File: config.mk
export PLATFORM = sky130hd
export DESIGN_NAME = scoreboard_reg_bank
export DESIGN_NICKNAME = d
export VERILOG_FILES = /design/src/rtl/scoreboard_reg_bank.sv
export SDC_FILE = /design/constraint.sdc
export NUM_CORES = 2
export LEC_CHECK = 0
export ABC_CLOCK_PERIOD_IN_PS = 2880
export CAP_MARGIN = 20
export CORE_MARGIN = 3
export CORE_UTILIZATION = 57
export DETAILED_ROUTE_END_ITERATION = 8
export PLACE_DENSITY = 0.77
export SYNTH_ARGS = -nofsm -noshare
export SYNTH_HDL_FRONTEND = slang
export SYNTH_SLANG_ARGS = --single-unit
File: constraint.sdc
create_clock -name clock -period 2.88 [get_ports clock]
set_input_delay 0.432 -clock clock [delete_from_list [all_inputs] [get_ports clock]]
set_output_delay 0.432 -clock clock [all_outputs]
set_load 0.02 [all_outputs]
File: src/rtl/scoreboard_reg_bank.sv
// Register bank with per-register busy scoreboard, two combinational read
// ports, one write port and same-cycle write-to-read forwarding.
module scoreboard_reg_bank #(
  parameter int unsigned DATA_WIDTH = 32,
  parameter int unsigned ADDR_WIDTH = 5,
  parameter bit          ZERO_REG   = 1'b1,
  parameter bit          BYPASS     = 1'b1
) (
  input  logic                  clock,
  input  logic                  resetN,
  input  logic [ADDR_WIDTH-1:0] regA,
  input  logic [ADDR_WIDTH-1:0] regB,
  output logic [DATA_WIDTH-1:0] dataA,
  output logic [DATA_WIDTH-1:0] dataB,
  output logic                  readyA,
  output logic                  readyB,
  input  logic                  writeFlag,
  input  logic [ADDR_WIDTH-1:0] regC,
  input  logic [DATA_WIDTH-1:0] dataWrite,
  input  logic                  issueFlag,
  input  logic [ADDR_WIDTH-1:0] issueReg,
  output logic                  issueAck,
  output logic [ADDR_WIDTH:0]   pendingCount
);

  localparam int unsigned DEPTH = 2 ** ADDR_WIDTH;
  localparam int unsigned CW    = ADDR_WIDTH + 1;

  logic [DATA_WIDTH-1:0] r_regs [DEPTH];
  logic [DEPTH-1:0]      r_busy;
  logic [CW-1:0]         r_pending;

  logic             w_wr_en;
  logic             w_issue_ack;
  logic             w_set;
  logic             w_clr;
  logic [DEPTH-1:0] w_busy_next;
  logic             w_fwd_a;
  logic             w_fwd_b;

  // Writes to a hardwired-zero register 0 are dropped entirely.
  assign w_wr_en = writeFlag && !(ZERO_REG && (regC == '0));

  // A pending write to the same register retires the old reservation, so a
  // busy register can be re-reserved in that cycle. Nothing is accepted in reset.
  assign w_issue_ack = resetN && issueFlag &&
                       (!r_busy[issueReg] || (writeFlag && (regC == issueReg)));

  assign w_set = w_issue_ack && !(ZERO_REG && (issueReg == '0));
  assign w_clr = w_wr_en && r_busy[regC];

  always_comb begin
    // NOTE: default assigned first so every path drives w_busy_next (no latch).
    w_busy_next = r_busy;
    if (w_wr_en)
      w_busy_next[regC] = 1'b0;
    // Set after clear: a new reservation on the written register wins.
    if (w_set)
      w_busy_next[issueReg] = 1'b1;
  end

  // NOTE: the data array is reset too, since reset must read back all zeros.
  always_ff @(posedge clock or negedge resetN) begin
    if (!resetN) begin
      for (int i = 0; i < DEPTH; i++)
        r_regs[i] <= '0;
    end else if (w_wr_en) begin
      // NOTE: non-blocking for all sequential state.
      r_regs[regC] <= dataWrite;
    end
  end

  always_ff @(posedge clock or negedge resetN) begin
    if (!resetN) begin
      r_busy    <= '0;
      r_pending <= '0;
    end else begin
      r_busy <= w_busy_next;
      // Set and clear in the same cycle leave the population unchanged.
      unique case ({w_set, w_clr})
        2'b10:   r_pending <= r_pending + CW'(1);
        2'b01:   r_pending <= r_pending - CW'(1);
        default: r_pending <= r_pending;
      endcase
    end
  end

  assign w_fwd_a = BYPASS && resetN && w_wr_en && (regC == regA);
  assign w_fwd_b = BYPASS && resetN && w_wr_en && (regC == regB);

  assign dataA = w_fwd_a ? dataWrite :
                 (ZERO_REG && (regA == '0)) ? '0 : r_regs[regA];
  assign dataB = w_fwd_b ? dataWrite :
                 (ZERO_REG && (regB == '0)) ? '0 : r_regs[regB];

  assign readyA = !r_busy[regA] || (ZERO_REG && (regA == '0)) ||
                  (BYPASS && resetN && writeFlag && (regC == regA));
  assign readyB = !r_busy[regB] || (ZERO_REG && (regB == '0)) ||
                  (BYPASS && resetN && writeFlag && (regC == regB));

  assign issueAck     = w_issue_ack;
  assign pendingCount = r_pending;

endmodule

==> flow_summary.toml <==
[synth]
netlist_top_cells_count = "1062 x dfrtp_1, 991 x mux2_2, 402 x mux4_2, 326 x mux2i_1, 207 x clkbuf_1"
synth_ff_type = "dfrtp_1"
seq_area_frac_synth = 0.4483
syn-cell-area_um2 = 59270
synth_edf_count = 0
yosys.cell_count.top_type = "dfrtp_1"
netlist_top_cells_area = "dfrtp_1 45%, mux2_2 19%, mux4_2 15%, mux2i_1 5.5%, clkbuf_1 1.3%"
synth_seq_cells = 1062
yosysUniqueCellTypes = 83
synth_top_area_frac = 0.4483
synth_area_leader_cell = "dfrtp_1"
syn_area_per_cell_um2 = 13.93
syn_nets = 4318
ys_warn_count = 0
async_flop_share = 1.000
netlist_instances = 4256

[pwr]
vdd_drop_max_v = 0.0005043
total_power_mw = 47.91
p_int_mw = 33.82
swShare = 0.2940
clkPwrFrac = 0.327
p_leak_nw = 32.53
power_density_nw_per_um2 = 647.4
p_sw_mw = 14.09
p_seq_frac = 0.421
combPwrFrac = 0.252

[placed_design]
place_congestion = 0.9241
place_ws_ps = -1212
numPortBuffers = 128
placed_area_um2 = 66340
dp.cells = 5890
hpwl_mm = 134.7

[drt]
drc = 0
viasPerCell = 7.371
wl_mm = 221.7
via_count = 46060
wl_per_cell_um = 35.47
drt_iter0_markers = 6479
drt_pass1_iterations = 6
ant_nets = 0

[timing]
hold_violations = 0
worst_slack_ps = -260.3
post-route-min-period_ps = 3140
min_period_over_period = 1.090
rsz0062_at_grt = "true"
max_freq_ghz = 0.3184
setup_viol = 50
tightest_slew_ps = 1213
final.setup.tns_ps = -2988
slew_headroom = 0.1916
skew_ps = 28.84
final_max_slew_viol_count = 0

[clock_network]
clock_sinks = 1062
cts_buffer_depth = 3
tritoncts = "done"
insertion_delay_ps = 710
clock_tree.root_cell = "clkbuf_16"
cts_buffers = 113
clk_pin_slew_ps = 60
htreeDepth = 3

[worst_setup_path]
startpoint_type = "flop"
cp_data_arrival_time_ps = 2710
crit_slowest_cell = "mux4_2"
worstPathMaxFanout = 4
required_ps = 2450
crit_chain = "buf_6 > mux4_2 > mux4_2 > and3_4 > a41oi_2 > buf_4"
max_stage_delay_ps = 520
cp_common_cell = "mux4_2"
setup.worst_path.class = "flop to output port"
cp-end-kind = "output port"

[grt]
grt_pass1_wl_mm = 314.5
gr-total-overflow = 0
grt_pass1_vias = 46450
grt_usage = 0.3991
antenna_found_initial = 4
grt_max_degree = 189

[finish]
drive_gt1_frac = 0.5630
nets = 4844
stdcell_area_um2 = 74010
seq_area_um2 = 26580
fillerInstances = 6240
area_delta_synth_final_pct = 24.86
multi_input_area_um2 = 31970
finalNonFillerCells = 6249

[status]
violations = "negative setup slack"
status = "finished, violations left"

[die]
core_area_um2 = 102500
dieArea_um2 = 107900
fp.dieW_um = 328.5
io_pins = 129
start_util = 0.5784
rows = 117
chipHeight_um = 328.5

[job]
maxCapViolations = 0

[min_path]
hp-class = "input pin to async pin"
-- stage by stage --
stage | hold WS (ps) | utilization
2_1_floorplan | 136.4 | -
3_3_place_gp | 376.4 | 0.6473
3_5_place_dp | 384.0 | 0.6474
4_1_cts | 289.9 | 0.7079
5_1_grt | 339.2 | 0.7222
6_report | 307.5 | 0.7222
-- final cells by class --
| class | count | area share |
|---|---|---|
| antenna | 2 | 0.00006762 |
| sequential | 1062 | 0.3592 |
| timing repair buffer | 889 | 0.1312 |
| clock inverter | 44 | 0.007980 |
| clock buffer | 168 | 0.04602 |
| tap | 1368 | 0.02313 |
| multi-input combinational | 2709 | 0.4320 |
| inverter | 7 | 0.0004227 |
-- kinds of logic after synthesis --
family | Yosys count | share of synthesized area
multiplexers | 1745 | 0.4025
flip-flops | 1062 | 0.4483
AO/OA/AOI/OAI | 512 | 0.06445
buffers and inverters | 485 | 0.04372
AND/OR/NAND/NOR | 426 | 0.03662
XOR/XNOR | 20 | 0.002955
adder cells (fa/ha/maj) | 6 | 0.001393
-- critical path: cells and delay by family (launching register included) --
family	cells	cell delay, ps
and+or+nand+nor	1	180
DFF	1	410
buffers and inverters	2	310
muxes	2	970
AOI/OAI and AO/OA	1	150
-- registers in the layout, summed over array words and instances, names as in the netlist --
name and flops:
pendingCount 6, r_busy 32, r_regs 1024
-- worst paths after layout --
check | from | to | slack, ps | cells past startpoint
max in group asynchronous | resetN | r_regs[909] | 420 | 5
worst min register to register | r_regs[1012] | r_regs[1012] | 400 | 0
min in group clock | r_regs[1012] | r_regs[1012] | 400 | 0
worst max register to register | r_busy[8] | pendingCount[5] | -200 | 12
worst max-delay path | r_busy[23] | readyB | -260 | 6
worst min-delay path | resetN | r_busy[8] | 310 | 3
-- layout by cell type, fill, tap and decap left out, types with 27 or more instances in the layout --
cell type           n
o22ai_1            31
a221o_1            45
clkbuf_8           35
clkbuf_16         121
a21oi_1            60
a22oi_2            42
buf_6              90
nand2_1            94
o31ai_1            31
buf_4             537
mux2i_1           312
a221oi_2           33
nor2_1             73
mux4_2            404
dfrtp_1          1057
mux2_2            982
nand3_1            27
clkdlybuf4s50_1    44
a22oi_1            41
buf_12            156
nor2b_1            30
-- power by group through the flow --
stage | Clock [mW] | Combinational, mW | Sequential (mW)
3_5_place_dp | 0 | 10.6 | 20.1
2_1_floorplan | 0 | 7.29 | 19.4
5_1_grt | 16.3 | 12.6 | 20.4
4_1_cts | 15.7 | 11.3 | 19.9
3_3_place_gp | 0 | 10.3 | 19.9
6_report | 15.7 | 12.1 | 20.2
-- what timing repair did --
action / 4_1_cts / 5_1_grt
pin swaps: 130 / 101
endpoints found under the setup margin: 71 / 70
gates cloned: 9 / 7
hold buffers: 1 / 0
setup buffers: 94 / 54
resized for setup: 601 / 230
endpoints found under the hold margin: 14 / 0
-- routing by layer --
layer	global-route usage	wire length, µm
met1	0.5161	76240
met3	0.1182	30180
met2	0.5810	96450
met4	0.2764	18800
met5	0	13
Note: power is estimated with default switching activity, not from simulation.
